[src/rtl/pwm_regs_pkg.sv]
// rtl/pwm_regs_pkg.sv - PWM register map, function encodings and sequencer state type
package pwm_regs_pkg;

  localparam logic [5:0] ADDR_PERIOD        = 6'h00;
  localparam logic [5:0] ADDR_COUNTER_EN    = 6'h02;
  localparam logic [5:0] ADDR_COMPARE1      = 6'h03;
  localparam logic [5:0] ADDR_COUNTER_RESET = 6'h07;
  localparam logic [5:0] ADDR_PRESCALE      = 6'h0A;
  localparam logic [5:0] ADDR_PWM_EN        = 6'h0C;
  localparam logic [5:0] ADDR_FUNCTIONS     = 6'h0D;

  localparam logic [1:0] FUNC_ALIGN_LEFT             = 2'd0;
  localparam logic [1:0] FUNC_ALIGN_RIGHT            = 2'd1;
  localparam logic [1:0] FUNC_RANGE_BETWEEN_COMPARES = 2'd2;

  localparam logic [3:0] INIT_LAST_IDX = 4'd9;

  typedef enum logic [2:0] {
    S_IDLE,
    S_INIT,
    S_WAIT,
    S_UPD_LO,
    S_UPD_HI,
    S_DONE,
    S_STOP
  } state_t;

endpackage

[src/rtl/pwm_bus_arbiter.sv]
// rtl/pwm_bus_arbiter.sv - fixed-priority register-bus mux, SPI over sequencer, registered outputs
module pwm_bus_arbiter (
  input  logic       clk,
  input  logic       rst,
  input  logic       seq_req,
  input  logic [5:0] seq_addr,
  input  logic       seq_hi,
  input  logic [7:0] seq_wdata,
  output logic       seq_grant,
  input  logic       spi_wr_en,
  input  logic [5:0] spi_addr,
  input  logic       spi_hi,
  input  logic [7:0] spi_wdata,
  output logic       reg_wr_en,
  output logic [5:0] reg_addr,
  output logic       reg_hi,
  output logic [7:0] reg_wdata,
  output logic       spi_collision
);

  assign seq_grant = seq_req & ~spi_wr_en;

  always_ff @(posedge clk or posedge rst) begin
    if (rst) begin
      reg_wr_en     <= 1'b0;
      reg_addr      <= '0;
      reg_hi        <= 1'b0;
      reg_wdata     <= '0;
      spi_collision <= 1'b0;
    end else begin
      reg_wr_en     <= spi_wr_en | seq_req;
      spi_collision <= spi_wr_en & seq_req;
      if (spi_wr_en) begin
        reg_addr  <= spi_addr;
        reg_hi    <= spi_hi;
        reg_wdata <= spi_wdata;
      end else if (seq_req) begin
        reg_addr  <= seq_addr;
        reg_hi    <= seq_hi;
        reg_wdata <= seq_wdata;
      end else begin
        reg_addr  <= '0;
        reg_hi    <= 1'b0;
        reg_wdata <= '0;
      end
    end
  end

endmodule

[src/rtl/pwm_ramp_sequencer.sv]
// rtl/pwm_ramp_sequencer.sv - programs the PWM block then ramps COMPARE1 one step per hold interval
module pwm_ramp_sequencer
  import pwm_regs_pkg::*;
#(
  parameter int CNT_W  = 16,
  parameter int HOLD_W = 8
) (
  input  logic              clk,
  input  logic              rst,
  input  logic              start,
  input  logic              stop,
  input  logic [CNT_W-1:0]  cfg_period,
  input  logic [7:0]        cfg_prescale,
  input  logic [1:0]        cfg_function,
  input  logic [CNT_W-1:0]  ramp_start,
  input  logic [CNT_W-1:0]  ramp_end,
  input  logic [CNT_W-1:0]  ramp_step,
  input  logic [HOLD_W-1:0] ramp_hold,
  input  logic              period_tick,
  input  logic              spi_wr_en,
  input  logic [5:0]        spi_addr,
  input  logic              spi_hi,
  input  logic [7:0]        spi_wdata,
  output logic              reg_wr_en,
  output logic [5:0]        reg_addr,
  output logic              reg_hi,
  output logic [7:0]        reg_wdata,
  output logic              busy,
  output logic              done,
  output logic              spi_collision
);

  state_t state, state_next;

  logic [3:0]        idx;
  logic [HOLD_W-1:0] hold_cnt;
  logic [CNT_W-1:0]  cmp;

  logic [CNT_W-1:0]  sh_period, sh_start, sh_end, sh_step;
  logic [7:0]        sh_prescale;
  logic [1:0]        sh_function;
  logic [HOLD_W-1:0] sh_hold;

  logic       seq_req, seq_grant, seq_hi;
  logic [5:0] seq_addr;
  logic [7:0] seq_wdata;

  logic launch, abort, hold_hit, ramp_up;
  logic [HOLD_W-1:0] hold_eff;
  logic [HOLD_W:0]   hold_inc;
  logic [CNT_W:0]    sum, diff;
  logic [CNT_W-1:0]  cmp_next;
  logic [15:0]       period16, start16, cmp16;

  assign launch   = start & ~stop & ((state == S_IDLE) | (state == S_DONE));
  assign abort    = stop & (state != S_IDLE) & (state != S_STOP);
  assign hold_eff = (sh_hold == '0) ? HOLD_W'(1) : sh_hold;
  assign hold_inc = {1'b0, hold_cnt} + 1'b1;
  assign hold_hit = period_tick & (hold_inc >= {1'b0, hold_eff});
  assign ramp_up  = sh_end > sh_start;
  assign busy     = (state != S_IDLE) & (state != S_DONE);
  assign done     = (state == S_DONE);
  assign period16 = 16'(sh_period);
  assign start16  = 16'(sh_start);
  assign cmp16    = 16'(cmp);

  // One extra bit so the step can never wrap past ramp_end in either direction.
  always_comb begin
    sum  = {1'b0, cmp} + {1'b0, sh_step};
    diff = {1'b0, cmp} - {1'b0, sh_step};
    cmp_next = sh_end;
    if (ramp_up) begin
      if (sum < {1'b0, sh_end}) cmp_next = sum[CNT_W-1:0];
    end else begin
      if (!diff[CNT_W] && diff[CNT_W-1:0] > sh_end) cmp_next = diff[CNT_W-1:0];
    end
  end

  always_comb begin
    state_next = state;
    seq_req    = 1'b0;
    seq_addr   = '0;
    seq_hi     = 1'b0;
    seq_wdata  = '0;
    case (state)
      S_IDLE: if (launch) state_next = S_INIT;
      S_INIT: begin
        seq_req = 1'b1;
        case (idx)
          4'd0: begin seq_addr = ADDR_PERIOD;        seq_wdata = period16[7:0]; end
          4'd1: begin seq_addr = ADDR_PERIOD;        seq_hi = 1'b1; seq_wdata = period16[15:8]; end
          4'd2: begin seq_addr = ADDR_PRESCALE;      seq_wdata = sh_prescale; end
          4'd3: begin seq_addr = ADDR_COMPARE1;      seq_wdata = start16[7:0]; end
          4'd4: begin seq_addr = ADDR_COMPARE1;      seq_hi = 1'b1; seq_wdata = start16[15:8]; end
          4'd5: begin seq_addr = ADDR_FUNCTIONS;     seq_wdata = {6'd0, sh_function}; end
          4'd6: begin seq_addr = ADDR_COUNTER_RESET; seq_wdata = 8'd1; end
          4'd7: begin seq_addr = ADDR_COUNTER_RESET; seq_wdata = 8'd0; end
          4'd8: begin seq_addr = ADDR_COUNTER_EN;    seq_wdata = 8'd1; end
          default: begin seq_addr = ADDR_PWM_EN;     seq_wdata = 8'd1; end
        endcase
        if (seq_grant && idx == INIT_LAST_IDX)
          state_next = (sh_step == '0 || sh_start == sh_end) ? S_DONE : S_WAIT;
      end
      S_WAIT: if (hold_hit) state_next = S_UPD_LO;
      S_UPD_LO: begin
        seq_req   = 1'b1;
        seq_addr  = ADDR_COMPARE1;
        seq_wdata = cmp16[7:0];
        if (seq_grant) state_next = S_UPD_HI;
      end
      S_UPD_HI: begin
        seq_req   = 1'b1;
        seq_addr  = ADDR_COMPARE1;
        seq_hi    = 1'b1;
        seq_wdata = cmp16[15:8];
        if (seq_grant) state_next = (cmp == sh_end) ? S_DONE : S_WAIT;
      end
      S_DONE: if (launch) state_next = S_INIT;
      S_STOP: begin
        seq_req  = 1'b1;
        seq_addr = idx[0] ? ADDR_PWM_EN : ADDR_COUNTER_EN;
        if (seq_grant && idx[0]) state_next = S_IDLE;
      end
      default: state_next = S_IDLE;
    endcase
    // Dropping the request here keeps the arbiter from launching the abandoned beat.
    if (abort) begin
      state_next = S_STOP;
      seq_req    = 1'b0;
    end
  end

  always_ff @(posedge clk or posedge rst) begin
    if (rst) begin
      state       <= S_IDLE;
      idx         <= '0;
      hold_cnt    <= '0;
      cmp         <= '0;
      sh_period   <= '0;
      sh_prescale <= '0;
      sh_function <= '0;
      sh_start    <= '0;
      sh_end      <= '0;
      sh_step     <= '0;
      sh_hold     <= '0;
    end else begin
      state <= state_next;
      if (launch) begin
        sh_period   <= cfg_period;
        sh_prescale <= cfg_prescale;
        sh_function <= cfg_function;
        sh_start    <= ramp_start;
        sh_end      <= ramp_end;
        sh_step     <= ramp_step;
        sh_hold     <= ramp_hold;
        cmp         <= ramp_start;
        hold_cnt    <= '0;
        idx         <= '0;
      end else if (abort) begin
        idx <= '0;
      end else if (seq_grant) begin
        idx <= (state_next != state) ? 4'd0 : idx + 4'd1;
      end
      if (state == S_WAIT && period_tick && !abort) begin
        if (hold_hit) begin
          hold_cnt <= '0;
          cmp      <= cmp_next;
        end else begin
          hold_cnt <= hold_cnt + 1'b1;
        end
      end
    end
  end

  pwm_bus_arbiter u_arb (
    .clk           (clk),
    .rst           (rst),
    .seq_req       (seq_req),
    .seq_addr      (seq_addr),
    .seq_hi        (seq_hi),
    .seq_wdata     (seq_wdata),
    .seq_grant     (seq_grant),
    .spi_wr_en     (spi_wr_en),
    .spi_addr      (spi_addr),
    .spi_hi        (spi_hi),
    .spi_wdata     (spi_wdata),
    .reg_wr_en     (reg_wr_en),
    .reg_addr      (reg_addr),
    .reg_hi        (reg_hi),
    .reg_wdata     (reg_wdata),
    .spi_collision (spi_collision)
  );

endmodule

[config.mk]
export PLATFORM = sky130hd
export DESIGN_NAME = pwm_ramp_sequencer
export DESIGN_NICKNAME = d
export VERILOG_FILES = /design/src/rtl/pwm_regs_pkg.sv /design/src/rtl/pwm_bus_arbiter.sv /design/src/rtl/pwm_ramp_sequencer.sv
export SDC_FILE = /design/constraint.sdc
export NUM_CORES = 1
export LEC_CHECK = 0
export CELL_PAD_IN_SITES_DETAIL_PLACEMENT = 1
export CELL_PAD_IN_SITES_GLOBAL_PLACEMENT = 2
export CORE_MARGIN = 5
export CORE_UTILIZATION = 37
export DETAILED_ROUTE_END_ITERATION = 16
export GPL_TIMING_DRIVEN = 0
export PLACE_DENSITY_LB_ADDON = 0.05
export SETUP_SLACK_MARGIN = 0.5
export SLEW_MARGIN = 20
export SYNTH_ARGS = -nofsm -noshare
export SYNTH_HDL_FRONTEND = slang
export SYNTH_SLANG_ARGS = --single-unit
[constraint.sdc]
create_clock -name clk -period 11.4 [get_ports clk]
set_input_delay 1.71 -clock clk [delete_from_list [all_inputs] [get_ports clk]]
set_output_delay 1.71 -clock clk [all_outputs]
set_load 0.1 [all_outputs]
==> metrics.md, run 1 <==
| Metric | Value |
|---|---|
| Ys async rst share | 1.000 |
| Slew Limit Fails | 0 |
| Static leakage | 5.189 nW |
| Layout area overhead | 23.86% |
| GR peak layer | met2 |
| R2R setup slack | 5.70 ns |
| Synth Net Count | 1315 |
| Max clock buf depth | 2 |
| Clock slew at reported path FFs | 0.07 ns |
| DP Wirelength | 28.02 mm |
| CTS tree | built |
| CP arrival | 6.01 ns |
| Slowest stage delay, CP | 0.51 ns |
| Final setup viols | 0 |
| Area of the die | 28670 µm² |
| Total Neg Setup Slack | 0 ns |
| Post-synth top area cell | dfrtp_1 |
| I/O Buffers | 120 |
| Max-cap violations | 0 |
| Share of layout cells above drive strength 1 | 0.05512 |
| CP startpoint kind | flop |
| Router iterations before antenna repair | 5 |
| Cts bufs inserted | 17 |
| Least-Margin Pin Slew | 1.009 ns |
| Hold Vio Cnt, Final | 0 |
| Final wirelength | 35.14 mm |
| Post-cts repair resize count | 0 |
| Sequential-to-total area share from yosys stat | 0.3464 |
| Gp weighted congestion | 0.8828 |
| Power Dens Cells | 328.4 nW/µm² |
| Share of the synthesized area in the top cell type | 0.3464 |
| Final net count | 1455 |
| Die height | 169.3 µm |
| Clk_lat worst skew | 0.43 ns |
| Syn. warnings | 0 |
| Vias per cell | 5.606 |
| Grt met1 use | 0.3655 |
| Hold_ws | 0.4752 ns |
| Skew final | 0.01347 ns |
| Syn avg cell area | 8.407 µm² |
| Iteration-0 DRC Markers | 558 |
| Initial antenna violation count | 0 |
| Final Core Density | 0.4632 |
| DR WL/cell | 21.96 µm |
| DRC violations left | 0 |
| HP Class | flop to flop |
| Number of hold buffers added after CTS | 0 |
| I/O Pins | 122 |
| Run status | complete, no violations |
| Number of core rows | 58 |
| Worst path slowest cell | dfrtp_1 |
| Detail Route Antenna Nets | 0 |
| Vias in the first global route | 9340 |
| Critical path cell sequence | ha_1 > inv_1 > fa_1 > a211o_1 > a2111oi_4 > o31a_1 > o21ai_1 > a21oi_1 > a21oi_1 > ha_1 > nand4_1 > nor3_1 > o21ai_0 > o21ai_0 > o2111ai_1 > or2_1 > buf_4 > buf_4 > o22a_1 > o221a_1 |
| Worst VDD drop | 143.3 µV |
| Core area | 25110 µm² |
| GRT overflow | 0 |
| Synth cell types | 76 |
| Postcts setup bufs | 0 |
| Required @ worst endpoint | 11.71 ns |
| Fmax | 0.1753 GHz |
| Die width | 169.3 µm |
| Final min period | 5.704 ns |
| GR Util All Layers | 0.2460 |
| Synth Register Bits | 130 |
| CP max FO | 10 |
| Global-route wire length before repair | 54.63 mm |
| Starting Density | 0.3740 |
| Post-synth EDFFs | 0 |
| Slew HR | 0.3220 |
| Vias after detailed routing | 8970 |
| Part of the cycle the worst path needs | 0.5004 |
| Ant. Diodes | 0 |
| Synth Cell Area | 9390 µm² |
| Clock root buffer master | clkbuf_16 |
| Mapped Cells | 1117 |
| Unrepaired setup endpoints after global routing | no |
| Crit path kind | flop to flop |
| Clock sinks | 130 |
| H-tree depth | 4 |
| Pin count of the biggest net entering global routing | 83 |
| Synth area leaders | dfrtp_1 (35%), ha_1 (12%), nand2_1 (7.9%), o21ai_0 (5.5%), inv_1 (3.3%) |
| Grt met3 use | 0.04589 |
| Met2 usage | 0.3719 |
| CP Capture Type | flop |
| Top_reg_cell synth | dfrtp_1 |
==> synthesized netlist by cell type, types with 4 or more instances <==
master and n:
xnor2_1 21, nand4_1 10, nand3b_1 4, xor2_1 23, o221ai_1 7, a211o_1 6, nand2_1 198, o31a_1 4
or3_1 7, a211oi_1 6, o31ai_1 7, o21ai_0 103, nor2b_1 15, nor4_1 13, inv_1 83, o311a_1 5
nor2_1 53, or2_2 4, o22a_2 5, and2_1 7, buf_2 4, a31oi_1 16, nor3_1 14, a21o_1 9
a2111o_1 4, nor3b_1 6, o221a_2 6, o311ai_0 4, a32o_1 5, o21a_1 7, o22a_1 4, dfrtp_1 130
nand2b_1 15, and3_1 11, a221oi_1 12, ha_1 93, clkbuf_1 45, a22oi_1 15, nand3_1 26, a21oi_1 49
==> where the power goes <==
| group | switching (mW) | total, mW | internal, mW |
|---|---|---|---|
| logic | 1.43 | 2.37 | 0.943 |
| registers | 0.235 | 0.880 | 0.645 |
| clock network | 0.255 | 0.567 | 0.312 |
| total | 1.92 | 3.82 | 1.90 |
==> per-stage QoR <==
step | area, µm² | worst slack [ns] | total power, mW | cells
finish | 11630 | 5.696 | 3.820 | 1600
global route | 11630 | 5.449 | 4.145 | 1600
CTS | 11630 | 5.767 | 3.811 | 1600
detailed placement | 11040 | 5.794 | 3.218 | 1568
global placement | 11000 | 3.898 | 3.162 | 1567
floorplan | 9390 | 6.221 | 2.482 | 1117
==> critical path, delay by kind of cell (launching register included) <==
| family | cells | cell delay [ns] |
|---|---|---|
| flip-flops | 1 | 0.51 |
| buffers and inverters | 3 | 0.44 |
| adder cells (fa/ha/maj) | 3 | 1.06 |
| AO/OA/AOI/OAI | 11 | 2.63 |
| AND/OR/NAND/NOR | 3 | 0.96 |
==> cell families after synthesis <==
kind of cell | count (synthesis) | synth area share
compound gates | 310 | 0.2264
xor+xnor | 44 | 0.04104
fa+ha+maj | 95 | 0.1282
buf+inv | 140 | 0.05929
flops | 130 | 0.3464
mux | 1 | 0.001066
simple gates | 397 | 0.1976
==> worst paths after layout <==
path                                start              to  cells past startpoint
setup / recovery               sh_step[0]          cmp[8]                     20
hold / removal             sh_function[0]  sh_function[0]                      2
setup reg to reg               sh_step[0]          cmp[8]                     20
hold reg to reg            sh_function[0]  sh_function[0]                      2
max in group asynchronous             rst        state[1]                      3
min in group asynchronous             rst     period16[4]                      2
==> final cells by class <==
class                           instances  area, µm²
Buffer                                 56      241.5
Clock buffer                           17      425.4
Clock inverter                         15      161.4
Fill cell                            3039      13480
Inverter                               84      322.8
Multi-Input combinational cell        847       5585
Sequential cell                       130       3253
Tap cell                              330      412.9
Timing Repair Buffer                  121       1229
==> metal layers <==
metal	vias up	wire length, µm
li1	4252	-
met1	4431	17420
met2	252	15140
met3	35	1950
met4	0	630
met5	-	0
==> sequential cells by signal, indices dropped and copies added, names as in the netlist <==
register	flops
cmp	16
hold_cnt	8
idx	4
period16	16
sh_end	16
sh_function	2
sh_hold	8
sh_prescale	8
sh_start	16
sh_step	16
state	3
u_arb.reg_addr	6
u_arb.reg_hi	1
u_arb.reg_wdata	8
u_arb.reg_wr_en	1
u_arb.spi_collision	1
==> layout by cell type (no fill, tap or decap), types with 21 or more instances in the layout <==
master,count
nand2_1,198
dfrtp_1,130
clkdlybuf4s50_1,120
o21ai_0,103
ha_1,93
inv_1,82
nor2_1,53
a21oi_1,49
clkbuf_1,45
nand3_1,26
xor2_1,23
xnor2_1,21
No activity file was read; power rests on OpenSTA's default activity.
==> inputs of run 2 (changes only) <==
--- a/config.mk
+++ b/config.mk
@@ -8,7 +8,7 @@
 export CELL_PAD_IN_SITES_DETAIL_PLACEMENT = 1
 export CELL_PAD_IN_SITES_GLOBAL_PLACEMENT = 2
 export CORE_MARGIN = 5
-export CORE_UTILIZATION = 37
+export CORE_UTILIZATION = 31
 export DETAILED_ROUTE_END_ITERATION = 16
 export GPL_TIMING_DRIVEN = 0
 export PLACE_DENSITY_LB_ADDON = 0.05
==> constraint.sdc (replaced) <==
create_clock -name clk -period 4.6 [get_ports clk]
set_input_delay 0.69 -clock clk [delete_from_list [all_inputs] [get_ports clk]]
set_output_delay 0.69 -clock clk [all_outputs]
set_load 0.1 [all_outputs]
==> run 2 against run 1 <==
Effect of this change: the run now ends with setup timing left; worst setup slack got worse by 5.8 ns; clock skew rose by 0.0016 ns; maximum frequency rose by 20%; utilization fell by 4.8 points; largest cell class unchanged; die area rose by 18%; sequential power rose by 150%.
==> metrics.md, run 2 (same netlist as run 1, synthesis figures left out) <==
| Metric | Value |
|---|---|
| Max clock buf depth | 2 (unchanged) |
| Skew final | 0.01504 ns (+0.001572 ns) |
| HP Class | flop to flop |
| M1 wire length | 19.07 mm (+9.5%) |
| Routed wl met2 | 16.86 mm (+11%) |
| Final net count | 1484 (+2.0%) |
| Detail Route Antenna Nets | 0 (unchanged) |
| Power Dens Cells | 840.0 nW/µm² (+160%) |
| Starting Density | 0.3152 (-0.05883) |
| Number of hold buffers added after CTS | 0 (unchanged) |
| Hold Vio Cnt, Final | 0 (unchanged) |
| Worst VDD drop | 401.9 µV (+180%) |
| Crit path kind | flop to flop |
| Core area | 29800 µm² (+19%) |
| Clock slew at reported path FFs | 0.06 ns (about the same) |
| Slew HR | 0.1252 (-0.1967) |
| Static leakage | 5.437 nW (+4.8%) |
| H-tree depth | 4 (unchanged) |
| Number of core rows | 63 (+8.6%) |
| Power, Total | 10.41 mW (+170%) |
| CP Capture Type | flop |
| Critical path cell sequence | ha_4 > inv_2 > fa_2 > a211o_1 > a2111oi_4 > buf_4 > o31a_1 > o21ai_4 > buf_4 > a21oi_2 > ha_1 > nand4_1 > buf_6 > buf_4 > a211oi_2 > a211oi_2 > o21ai_4 > o2111ai_2 > or2_4 > buf_12 > nand3_4 > buf_6 > o221a_1 |
| WP buf/inv | 7 (+4) |
| Cts bufs inserted | 17 (unchanged) |
| Die width | 184.0 µm (+8.7%) |
| Max-cap violations | 0 (unchanged) |
| I/O Pins | 122 (unchanged) |
| Ant. Diodes | 0 (unchanged) |
| I/O Buffers | 120 (unchanged) |
| DP Wirelength | 29.80 mm (+6.3%) |
| Final setup viols | 15 (+15) |
| Clock sinks | 130 (unchanged) |
| CP startpoint kind | flop |
| Part of the cycle the worst path needs | 1.031 (+0.5308) |
| Slowest stage delay, CP | 0.48 ns (-0.03 ns) |
| CP max FO | 8 (-2) |
| Most common cell after layout, fill and taps aside | nand2_1 |
| Met3 routed WL | 1.569 mm (-20%) |
| Final wirelength | 37.87 mm (+7.8%) |
| Required @ worst endpoint | 4.91 ns (-6.80 ns) |
| Crit-path leading delay family | compound AO/OA/AOI/OAI gates |
| Iteration-0 DRC Markers | 533 (-4.5%) |
| Final Core Density | 0.4157 (-0.04750) |
| Vias per cell | 5.334 (-4.9%) |
| Gp weighted congestion | 0.8429 (-4.5%) |
| Vias in the first global route | 9298 (-0.45%) |
| Slew Limit Fails | 0 (unchanged) |
| Router iterations before antenna repair | 5 (unchanged) |
| CP arrival | 5.05 ns (-0.96 ns) |
| Unrepaired setup endpoints after global routing | yes |
| Vias after detailed routing | 9004 (+0.38%) |
| Finished Layout Cells | 1688 (+5.5%) |
| DR WL/cell | 22.43 µm (+2.2%) |
| Initial antenna violation count | 0 (unchanged) |
| Global-route wire length before repair | 57.15 mm (+4.6%) |
| Run status | finished with violations |
| DRC violations left | 0 (unchanged) |
| Die height | 184.0 µm (+8.7%) |
| Fin worst setup slack | -0.1432 ns (-5.839 ns) |
| Fmax | 0.2108 GHz (+20%) |
| Clock root buffer master | clkbuf_16 |
| Least-Margin Pin Slew | 1.302 ns (+0.2929 ns) |
| Clk_lat worst skew | 0.44 ns (about the same) |
| Hold_ws | 0.4748 ns (-0.0003160 ns) |
| CTS tree | built |
| Share of layout cells above drive strength 1 | 0.1256 (+0.07046) |
| Area of the die | 33870 µm² (+18%) |
| Placed Cells | 1632 (+4.1%) |
| DR top layer | met4 |
| Worst path slowest cell | dfrtp_2 |
| GR Util All Layers | 0.2216 (-0.02435) |
| Violated checks | setup timing |
| Final min period | 4.743 ns (-0.9612 ns) |
| Pin count of the biggest net entering global routing | 30 (-64%) |
| Most frequent cells in the layout | nand2_1 (198), dfrtp_1 (121), clkdlybuf4s50_1 (120) |
| Layout area overhead | 31.91% |
| Placement Setup Slack | -0.7311 ns (-6.526 ns) |
| Critical Path Most Common Cell | buf_4 |
| GRT overflow | 0 (unchanged) |
[run 2: cell count changes in the layout (fill, tap and decap cells not counted), moves of 4 or more]
cell,before,now
buf_4,2,19
dfrtp_1,130,121
dfrtp_2,0,9
buf_12,0,6
buf_6,1,7
clkinv_2,0,6
inv_8,6,0
o21ai_0,103,97
a21oi_1,49,44
ha_1,93,88
a21oi_2,0,4
inv_1,82,78
inv_2,0,4
o221ai_1,7,3
[run 2: repair_timing]
item,in CTS,in global routing
pin swaps,29,15
hold endpoints to repair,0,0
buffers inserted,13,10
gates cloned,1,1
endpoints found under the setup margin,16,16
gates resized for setup,53,32
[run 2: metrics by stage]
step | instance area [µm²] | TNS [ns]
after floorplan | 9480 | 0
after CTS | 12120 | -0.3408
after global routing | 12390 | -2.692
final | 12390 | -1.482
after global placement | 11170 | -8.996
after detailed placement | 11280 | -9.883
[run 2: worst paths after layout]
kind	from	to	slack, ns	depth (start not counted)
min	period16[1]	period16[1]	0.47	2
max in group asynchronous	rst	cmp[8]	3.44	4
min in group asynchronous	rst	sh_prescale[4]	0.51	2
min reg2reg	period16[1]	period16[1]	0.47	2
max	sh_step[0]	cmp[14]	-0.14	23
max reg2reg	sh_step[0]	cmp[14]	-0.14	23
[run 2: layer usage]
layer	global-route usage	vias to the layer above
li1	-	4313
met1	0.3314	4491
met2	0.3392	185
met3	0.03839	15
met4	0.03963	0
met5	0	-
[run 2: layout make-up]
| class | count | area (µm²) |
|---|---|---|
| well taps | 390 | 488.0 |
| inverters | 84 | 319.1 |
| clock inverters | 13 | 87.58 |
| multi-input cells | 847 | 5949 |
| clock buffers | 18 | 439.2 |
| plain buffers | 56 | 295.3 |
| fillers | 3487 | 17410 |
| repair buffers | 150 | 1544 |
| flip-flops and latches | 130 | 3264 |
[run 2: worst min-delay path, cell delays in order (launching register included)]
cell and delay, ns:
dfrtp_1 0.34, nand2_1 0.05, nand2_1 0.05
[run 2: report_power, final]
part	switching, mW	total (mW)	internal, mW
clock network	0.584	1.28	0.698
registers	0.556	2.16	1.61
logic	4.07	6.96	2.89
total	5.21	10.4	5.20
